### src/rtl/psum_accum_ctrl_pkg.sv
// Shared types and arithmetic helpers for the psum read-modify-write controller.
// Optional build macro PSUM_SAT_EN selects saturating adds; see psum_adder.
package psum_pkg;

    localparam int PSUM_DW        = 16;
    localparam int PSUM_MEM_DEPTH = 24;

    typedef enum logic [1:0] {
        IDLE  = 2'd0,
        ACCUM = 2'd1,
        DRAIN = 2'd2,
        DONE  = 2'd3
    } state_t;

    localparam logic signed [PSUM_DW-1:0] SAT_MAX = {1'b0, {(PSUM_DW-1){1'b1}}};
    localparam logic signed [PSUM_DW-1:0] SAT_MIN = {1'b1, {(PSUM_DW-1){1'b0}}};

    // Saturating add for any operand width up to 32; operands arrive sign-extended.
    function automatic logic signed [31:0] sat_add(input logic signed [31:0] a,
                                                   input logic signed [31:0] b,
                                                   input int width);
        logic signed [63:0] s;
        logic signed [63:0] hi;
        logic signed [63:0] lo;
        s  = 64'(a) + 64'(b);
        hi = (64'sd1 <<< (width - 1)) - 64'sd1;
        lo = -hi - 64'sd1;
        if (s > hi)
            s = hi;
        else if (s < lo)
            s = lo;
        return 32'(s);
    endfunction

endpackage

### src/rtl/psum_accum_ctrl_if.sv
// Product, psum-chain and scratchpad signals of the psum accumulation controller.
// master = the controller, slave = its surroundings (multiplier, neighbour PEs, spad).
interface psum_accum_ctrl_if
    import psum_pkg::*;
#(
    parameter int DATA_WIDTH = PSUM_DW,
    parameter int ADDR_WIDTH = $clog2(PSUM_MEM_DEPTH)
);
    logic                  prod_valid;
    logic                  prod_ready;
    logic [DATA_WIDTH-1:0] prod_data;
    logic [ADDR_WIDTH-1:0] prod_addr;
    logic                  prod_first;
    logic                  prod_last;

    logic                  psum_in_valid;
    logic                  psum_in_ready;
    logic [DATA_WIDTH-1:0] psum_in_data;

    logic                  psum_out_valid;
    logic                  psum_out_ready;
    logic [DATA_WIDTH-1:0] psum_out_data;

    logic                  spad_w_en;
    logic [DATA_WIDTH-1:0] spad_din;
    logic [ADDR_WIDTH-1:0] spad_w_addr;
    logic [ADDR_WIDTH-1:0] spad_r_addr;
    logic [DATA_WIDTH-1:0] spad_dout;

    modport master (
        input  prod_valid, prod_data, prod_addr, prod_first, prod_last,
        input  psum_in_valid, psum_in_data, psum_out_ready, spad_dout,
        output prod_ready, psum_in_ready, psum_out_valid, psum_out_data,
        output spad_w_en, spad_din, spad_w_addr, spad_r_addr
    );

    modport slave (
        output prod_valid, prod_data, prod_addr, prod_first, prod_last,
        output psum_in_valid, psum_in_data, psum_out_ready, spad_dout,
        input  prod_ready, psum_in_ready, psum_out_valid, psum_out_data,
        input  spad_w_en, spad_din, spad_w_addr, spad_r_addr
    );

endinterface

### src/rtl/psum_accum_ctrl_adder.sv
// Combinational signed psum adder: wraps by default, saturates when PSUM_SAT_EN is defined.
module psum_adder
    import psum_pkg::*;
#(
    parameter int DATA_WIDTH = PSUM_DW
) (
    input  logic [DATA_WIDTH-1:0] a,
    input  logic [DATA_WIDTH-1:0] b,
    output logic [DATA_WIDTH-1:0] sum
);

`ifdef PSUM_SAT_EN
    assign sum = DATA_WIDTH'(sat_add(32'(signed'(a)), 32'(signed'(b)), DATA_WIDTH));
`else
    assign sum = a + b;
`endif

endmodule

### src/rtl/psum_accum_ctrl.sv
// Psum spad read-modify-write controller: accumulate products, drain through the psum chain, pulse done.
// Build macro PSUM_SAT_EN switches both adders from wrapping to saturating arithmetic.
module psum_accum_ctrl
    import psum_pkg::*;
#(
    parameter int MEM_DEPTH  = PSUM_MEM_DEPTH,
    parameter int DATA_WIDTH = PSUM_DW,
    parameter int ADDR_WIDTH = $clog2(MEM_DEPTH),
    parameter int CNT_WIDTH  = $clog2(MEM_DEPTH + 1)
) (
    input  logic                 clk,
    input  logic                 rst,
    input  logic                 start,
    input  logic [CNT_WIDTH-1:0] num_psums,
    output logic                 busy,
    output logic                 done,
    psum_accum_ctrl_if.master    bus
);

    state_t                state_reg;
    logic [CNT_WIDTH-1:0]  num_psums_reg;
    logic [CNT_WIDTH-1:0]  drain_cnt_reg;
    logic                  out_valid_reg;
    logic [DATA_WIDTH-1:0] out_data_reg;

    logic                  num_ok;
    logic                  addr_ok;
    logic                  drain_left;
    logic                  prod_fire;
    logic                  in_ready;
    logic                  in_fire;
    logic [DATA_WIDTH-1:0] accum_old;
    logic [DATA_WIDTH-1:0] accum_sum;
    logic [DATA_WIDTH-1:0] drain_sum;

    assign num_ok     = (32'(num_psums) >= 1) && (32'(num_psums) <= MEM_DEPTH);
    assign addr_ok    = 32'(bus.prod_addr) < MEM_DEPTH;
    assign drain_left = drain_cnt_reg < num_psums_reg;
    assign prod_fire  = (state_reg == ACCUM) && bus.prod_valid;
    assign in_ready   = (state_reg == DRAIN) && drain_left && (!out_valid_reg || bus.psum_out_ready);
    assign in_fire    = in_ready && bus.psum_in_valid;

    // spad_dout is already valid mid-cycle, so the sum is ready before the write edge.
    assign accum_old = bus.prod_first ? '0 : bus.spad_dout;

    psum_adder #(.DATA_WIDTH(DATA_WIDTH)) u_accum_add (
        .a   (accum_old),
        .b   (bus.prod_data),
        .sum (accum_sum)
    );

    psum_adder #(.DATA_WIDTH(DATA_WIDTH)) u_drain_add (
        .a   (bus.spad_dout),
        .b   (bus.psum_in_data),
        .sum (drain_sum)
    );

    always_comb begin
        bus.prod_ready     = (state_reg == ACCUM);
        bus.psum_in_ready  = in_ready;
        bus.spad_w_en      = prod_fire && addr_ok;
        bus.spad_w_addr    = '0;
        bus.spad_din       = '0;
        bus.spad_r_addr    = '0;
        bus.psum_out_valid = out_valid_reg;
        bus.psum_out_data  = out_data_reg;
        busy               = (state_reg != IDLE);
        done               = (state_reg == DONE);
        case (state_reg)
            ACCUM: begin
                bus.spad_r_addr = bus.prod_addr;
                bus.spad_w_addr = bus.prod_addr;
                bus.spad_din    = accum_sum;
            end
            DRAIN:   bus.spad_r_addr = ADDR_WIDTH'(drain_cnt_reg);
            default: ;
        endcase
    end

    always_ff @(posedge clk or posedge rst) begin
        if (rst) begin
            state_reg     <= IDLE;
            num_psums_reg <= '0;
            drain_cnt_reg <= '0;
            out_valid_reg <= 1'b0;
            out_data_reg  <= '0;
        end else begin
            case (state_reg)
                IDLE: begin
                    if (start && num_ok) begin
                        num_psums_reg <= num_psums;
                        drain_cnt_reg <= '0;
                        state_reg     <= ACCUM;
                    end
                end
                ACCUM: begin
                    if (prod_fire && bus.prod_last) begin
                        drain_cnt_reg <= '0;
                        state_reg     <= DRAIN;
                    end
                end
                DRAIN: begin
                    if (in_fire) begin
                        out_data_reg  <= drain_sum;
                        out_valid_reg <= 1'b1;
                        drain_cnt_reg <= drain_cnt_reg + CNT_WIDTH'(1);
                    end else if (bus.psum_out_ready) begin
                        out_valid_reg <= 1'b0;
                        // Pass ends only once the final psum has left the output register.
                        if (!drain_left && out_valid_reg)
                            state_reg <= DONE;
                    end
                end
                DONE:    state_reg <= IDLE;
                default: state_reg <= IDLE;
            endcase
        end
    end

endmodule

### src/flat_wrapper.sv
// flat-port wrapper written by rule: the top's interface ports become plain ports
module psum_accum_ctrl_flat import psum_pkg::*;
#(
    parameter int MEM_DEPTH  = PSUM_MEM_DEPTH,
    parameter int DATA_WIDTH = PSUM_DW,
    parameter int ADDR_WIDTH = $clog2(MEM_DEPTH),
    parameter int CNT_WIDTH  = $clog2(MEM_DEPTH + 1)
)
  (clk, rst, start, num_psums, busy, done, bus_prod_valid, bus_prod_data, bus_prod_addr, bus_prod_first, bus_prod_last, bus_psum_in_valid, bus_psum_in_data, bus_psum_out_ready, bus_spad_dout, bus_prod_ready, bus_psum_in_ready, bus_psum_out_valid, bus_psum_out_data, bus_spad_w_en, bus_spad_din, bus_spad_w_addr, bus_spad_r_addr);
  psum_accum_ctrl_if #(.DATA_WIDTH(DATA_WIDTH), .ADDR_WIDTH(ADDR_WIDTH)) bus_i ();
  input  logic clk;
  input  logic rst;
  input  logic start;
  input  logic [CNT_WIDTH-1:0] num_psums;
  output logic busy;
  output logic done;
  input wire logic [$bits(bus_i.prod_valid)-1:0] bus_prod_valid;
  input wire logic [$bits(bus_i.prod_data)-1:0] bus_prod_data;
  input wire logic [$bits(bus_i.prod_addr)-1:0] bus_prod_addr;
  input wire logic [$bits(bus_i.prod_first)-1:0] bus_prod_first;
  input wire logic [$bits(bus_i.prod_last)-1:0] bus_prod_last;
  input wire logic [$bits(bus_i.psum_in_valid)-1:0] bus_psum_in_valid;
  input wire logic [$bits(bus_i.psum_in_data)-1:0] bus_psum_in_data;
  input wire logic [$bits(bus_i.psum_out_ready)-1:0] bus_psum_out_ready;
  input wire logic [$bits(bus_i.spad_dout)-1:0] bus_spad_dout;
  output wire logic [$bits(bus_i.prod_ready)-1:0] bus_prod_ready;
  output wire logic [$bits(bus_i.psum_in_ready)-1:0] bus_psum_in_ready;
  output wire logic [$bits(bus_i.psum_out_valid)-1:0] bus_psum_out_valid;
  output wire logic [$bits(bus_i.psum_out_data)-1:0] bus_psum_out_data;
  output wire logic [$bits(bus_i.spad_w_en)-1:0] bus_spad_w_en;
  output wire logic [$bits(bus_i.spad_din)-1:0] bus_spad_din;
  output wire logic [$bits(bus_i.spad_w_addr)-1:0] bus_spad_w_addr;
  output wire logic [$bits(bus_i.spad_r_addr)-1:0] bus_spad_r_addr;
  assign bus_i.prod_valid = bus_prod_valid;
  assign bus_i.prod_data = bus_prod_data;
  assign bus_i.prod_addr = bus_prod_addr;
  assign bus_i.prod_first = bus_prod_first;
  assign bus_i.prod_last = bus_prod_last;
  assign bus_i.psum_in_valid = bus_psum_in_valid;
  assign bus_i.psum_in_data = bus_psum_in_data;
  assign bus_i.psum_out_ready = bus_psum_out_ready;
  assign bus_i.spad_dout = bus_spad_dout;
  assign bus_prod_ready = bus_i.prod_ready;
  assign bus_psum_in_ready = bus_i.psum_in_ready;
  assign bus_psum_out_valid = bus_i.psum_out_valid;
  assign bus_psum_out_data = bus_i.psum_out_data;
  assign bus_spad_w_en = bus_i.spad_w_en;
  assign bus_spad_din = bus_i.spad_din;
  assign bus_spad_w_addr = bus_i.spad_w_addr;
  assign bus_spad_r_addr = bus_i.spad_r_addr;
  psum_accum_ctrl #(.MEM_DEPTH(MEM_DEPTH), .DATA_WIDTH(DATA_WIDTH), .ADDR_WIDTH(ADDR_WIDTH), .CNT_WIDTH(CNT_WIDTH)) u_core (.clk(clk), .rst(rst), .start(start), .num_psums(num_psums), .busy(busy), .done(done), .bus(bus_i));
endmodule
### config.mk
export PLATFORM = sky130hd
export DESIGN_NAME = psum_accum_ctrl_flat
export DESIGN_NICKNAME = d
export VERILOG_FILES = /design/src/rtl/psum_accum_ctrl_pkg.sv /design/src/rtl/psum_accum_ctrl_if.sv /design/src/rtl/psum_accum_ctrl_adder.sv /design/src/rtl/psum_accum_ctrl.sv /design/src/flat_wrapper.sv
export SDC_FILE = /design/constraint.sdc
export NUM_CORES = 1
export LEC_CHECK = 0
export CAP_MARGIN = 0
export CORE_AREA = 2 2 83 85
export DETAILED_ROUTE_END_ITERATION = 8
export DIE_AREA = 0 0 85 87
export PLACE_DENSITY = 0.93
export SYNTH_ARGS = -nofsm -noshare
export SYNTH_HDL_FRONTEND = slang
export SYNTH_SLANG_ARGS = --single-unit
### constraint.sdc
create_clock -name clk -period 8.9 [get_ports clk]
set_clock_uncertainty 0.05 [all_clocks]
set_input_delay 0.89 -clock clk [delete_from_list [all_inputs] [get_ports clk]]
set_output_delay 0.89 -clock clk [all_outputs]
set_load 0.03 [all_outputs]
# After elaboration in Yosys (flattened, before gate mapping)
# Cells that the tools add are included.
# classes
n_addsub	3
n_mul	0
n_div	0
n_lt_le_gt_ge	4
n_eq_ne	9
shift	0
muxes	16
n_bitwise	0
reduce_logical	21
# ops
cell	count
16-bit adder	2
16-bit two-way mux	2
5-bit two-way mux	4
5-bit case mux with 3 select lines	1
2-bit two-way mux	5
5-bit case mux with 2 select lines	1
1-bit logical AND	9
2-bit case mux with 4 select lines	1
2-bit by 1-bit != test with 1-bit output, second input constant	3
2-bit != test, second input constant	3
2-bit AND reduction	3
5-bit by 1-bit adder with 5-bit output, second input constant	1
5-bit by 1-bit >= comparator with 1-bit output, second input constant	1
5-bit less-or-equal comparator, second input constant	1
5-bit < comparator	1
5-bit < comparator, second input constant	1
5-bit AND reduction	1
2-bit == test, second input constant	2
4-bit AND reduction	1
2-bit nonzero test	2
3-bit nonzero test	1
2-bit by 1-bit == test with 1-bit output, second input constant	1
1-bit logical NOT	2
2-bit logical NOT	1
2 further kinds	3
# word_totals
ff_bits	29
latchBits	0
ramBits	0
romBits	0
inputBits	66
out_inout_bits	48
n_memories	0

# Depth between registers and ports, before layout
# logic_depth
ltp_word	7
ltp_mapped	10
depth_no_buf	9

# Cells and area by module
# A second synthesis with hierarchy kept.
# hier_totals
cells_unflattened	370
area_unflattened_um2	3326.9
# by_module_without_submodules
module	n_inst	cells_each	area_each_um2	seq_area_each_um2
psum_accum_ctrl	1	174	1878.1	725.7
psum_adder	2	98	724.4	0.0

# Worst setup path before layout
# Ideal clock, no wire load.
# synth_timing
path_type	input-to-output
startpoint	input port bus_prod_first
endpoint	output port bus_spad_din[14]
arrival_ns	3.519
path_slack_ns	4.441
path_stages	10
path_cell_list	clkbuf_1 nor2b_1 ha_1 fa_1 a211oi_1 o21a_1 nor2_1 a41o_1 a221oi_1 mux2i_1
# synth_between
elab_chain_cells	3
# synth_rtl
item	line	rtl
from (decl)	flat_wrapper.sv:20	input wire logic [$bits(bus_i.prod_first)-1:0] bus_prod_first;
16-bit two-way mux	psum_accum_ctrl.sv:44	assign accum_old = bus.prod_first ? '0 : bus.spad_dout;
16-bit adder	psum_accum_ctrl_adder.sv:15	assign sum = a + b;
16-bit two-way mux	psum_accum_ctrl.sv:69	case (state_reg)
to (decl)	flat_wrapper.sv:31	output wire logic [$bits(bus_i.spad_din)-1:0] bus_spad_din;
# No other way between the ends.

# Final worst setup path
# Same ends and word-level chain as after synthesis.

==> flow_summary.toml <==
[synth]
netlist_area_um2 = 3080
synth_cell_types = 51
synth-xor-area-share = 0.0711
synth_edf_count = 0
synth_fp_nets = 497
ys_warn_count = 0
synthCells = 390
synth_top_family_by_area = "compound AO/OA/AOI/OAI gates"
synth-compound-area-share = 0.243
ys_seq_area_frac = 0.236
synthArstFlopShare = 1.00
syn_area_per_cell_um2 = 7.89
synth_seq_cells = 29
ys.flop_type = "dfrtp_1"
synth-simple-area-share = 0.219
synth.area.mux_share = 0.0215
yosys.area_share.adder = 0.172

[clock_tree]
clkTransAtPathRegs_ns = 0.06
clockRootBuffer = "clkbuf_8"
clk_latency_ns = 0.28
numCtsBuffers = 5
cts_tree = "built"
cts_buffer_depth = 2
h-tree-depth = 2
cts_resized = 0
post_cts_buffers = 0
hold_buffers = 0
numClockSinks = 29

[route]
drc = 0
wl_per_cell_um = 15.2
vias = 3283
final_antenna_net_count = 0
via_per_inst = 5.66
drt_iter0_markers = 159
firstDrtPassIters = 4
wirelength_um = 8790

[timing]
setup-tns-final_ns = 0
hold_violations = 0
min_period_over_period = 0.625
final-setup-viol-count = 0
max_freq_mhz = 180
fin_crit_ns = 5.56
relSlewSlack = 0.272
rsz0062_at_grt = "false"
worst_pin_slew_ns = 1.09
drv_slew = 0
holdWs_ns = 0.438

[finish]
antenna_cells = 0
drive_gt1_frac = 0.0420
largest_reg_flops = 16
finalNonFillerCells = 580
area_growth_pct = 41.5
multiInputGateArea_um2 = 2240
n_fill_cell = 547
nets = 606
regArea_um2 = 726

[grt]
grt_usage = 0.241
grt_max_degree = 35
antenna_found_initial = 0
overflow = 0
grt_pass1_wl_um = 14500
grt_pass1_vias = 3305

[critical_path]
cp.required_ns = 7.96
cpMaxStageDelayCell = "clkdlybuf4s50_1"
cp-start-kind = "input pin"
arrival_ns = 4.62
crit_top_cell = "clkdlybuf4s50_1"
path_cells = "clkdlybuf4s50_1, nor2b_1, ha_1, fa_1, a211oi_1, o21a_1, nor2_1, a41o_1, a221oi_1, mux2i_1, clkdlybuf4s50_1"
cp.buffers_inverters = 2
cp_num_cells = 11
reg2regPathDepth = 7
cp-end-kind = "output port"
worst-setup-path-type = "in -> out"
path_delay_family = "buffers and inverters"
slowest_delay_ns = 0.84
cp_max_fo = 16

[power_and_ir_drop]
peakVddDrop_mv = 0.173
power.leakage_nw = 1.91
powerDensity_nw_per_um2 = 229

[die]
die_w_um = 85
die_area_um2 = 7400
initial_core_util = 0.469
core_area_um2 = 6570
ios = 114
dieHeight_um = 87
rows = 30

[placement]
io_buffer_count = 113
dp.cells = 572
globalplace.congestion = 0.882
hpwl_um = 7230

[worst_hold_path]
hp-class = "reg -> reg"
min_path_cells = 2

[run_status]
outcome = "complete, no violations"

[flow_run]
drv_cap = 0
-- cells in the mapped netlist (all sizes together) (3+ instances only) --
cell type,count,area share
nor2b,23,0.047
and3,3,0.0061
o21ai,39,0.063
nor3,4,0.0065
a21oi,35,0.057
and2,9,0.019
nor2,24,0.029
a311oi,3,0.0085
o211ai,6,0.015
xnor2,12,0.034
nand2b,4,0.0089
a211oi,6,0.016
dfrtp,29,0.24
clkbuf,11,0.013
xor2,13,0.037
o21bai,3,0.0073
nand3,13,0.021
or3,3,0.0069
o21a,3,0.0073
mux2,5,0.018
inv,20,0.024
nand4,3,0.0061
ha,39,0.16
a21o,8,0.020
nand2,48,0.059
-- layout by cell type (no fill, tap or decap), types with 2 or more instances in the layout --
cell type and instances:
o21bai_1 3, clkinv_2 2, nor3_1 4, and2_1 8
o21ai_0 39, a311oi_1 3, mux2_2 5, dfrtp_1 29
nand3_1 13, o211ai_1 6, and4_1 2, clkdlybuf4s50_1 113
a21oi_1 35, xor2_1 13, and3_1 3, fa_1 2
a21o_1 7, o21a_1 3, nand4_1 3, nand2b_1 3
clkbuf_8 5, nor2_1 24, a31oi_1 2, inv_1 20
nor2b_1 23, a211oi_1 5, or3_2 2, nand2_1 48
xnor2_1 12, ha_1 39
-- worst min-delay path, cell delays in order (launching register included) --
cell and delay (ns):
dfrtp_1 0.34, nand2_1 0.05, nand2_1 0.06
-- per-layer routing --
layer	vias up	wire length, µm	GRT usage
met5	-	0	0
met4	0	280	0.0938
met3	29	521	0.0474
met2	135	4390	0.446
met1	1510	3600	0.271
li1	1609	-	-
-- through the flow --
stage	util	area [µm²]	total power [mW]	worst slack, ns
floorplan	-	3080	0.638	4.44
global placement	0.650	4270	0.874	3.46
detailed placement	0.650	4270	0.894	3.38
CTS	0.663	4350	1.00	3.36
global route	0.663	4350	1.07	3.10
finish	0.663	4350	0.998	3.34
-- cells by family (layout without fill, tap and decap cells) --
kind of cell             after synthesis  after routing
buffers and inverters                 31            141
adder cells (fa/ha/maj)               41             41
flip-flops                            29             29
XOR/XNOR                              25             25
AND/OR/NAND/NOR                      138            138
multiplexers                           6              6
AO/OA/AOI/OAI                        120            120
-- area by class of cell --
class,count,share of cell area
inverter,20,0.0172
sequential,29,0.167
tap,80,0.0230
multi-input combinational,330,0.514
timing repair buffer,113,0.260
clock inverter,3,0.00402
clock buffer,5,0.0158
-- final timing paths --
path | slack, ns | to | start
setup / recovery | 3.34 | bus_spad_din[14] | bus_prod_first
setup reg to reg | 5.87 | u_core.drain_cnt_reg[4]$_DFFE_PP0P_ | u_core.state_reg[0]$_DFFE_PP0P_
hold reg to reg | 0.44 | u_core.bus.psum_out_data[0]$_DFFE_PP0P_ | u_core.bus.psum_out_data[0]$_DFFE_PP0P_
max in group asynchronous | 7.01 | u_core.drain_cnt_reg[4]$_DFFE_PP0P_ | rst
hold / removal | 0.44 | u_core.bus.psum_out_data[0]$_DFFE_PP0P_ | u_core.bus.psum_out_data[0]$_DFFE_PP0P_
min in group asynchronous | 1.14 | u_core.bus.psum_out_data[10]$_DFFE_PP0P_ | rst
-- report_power, final --
group	internal [mW]	switching, mW
Sequential	0.187	0.0333
Combinational	0.280	0.393
Clock	0.0538	0.0507
Total	0.521	0.477
(Power assumes the default switching activity.)
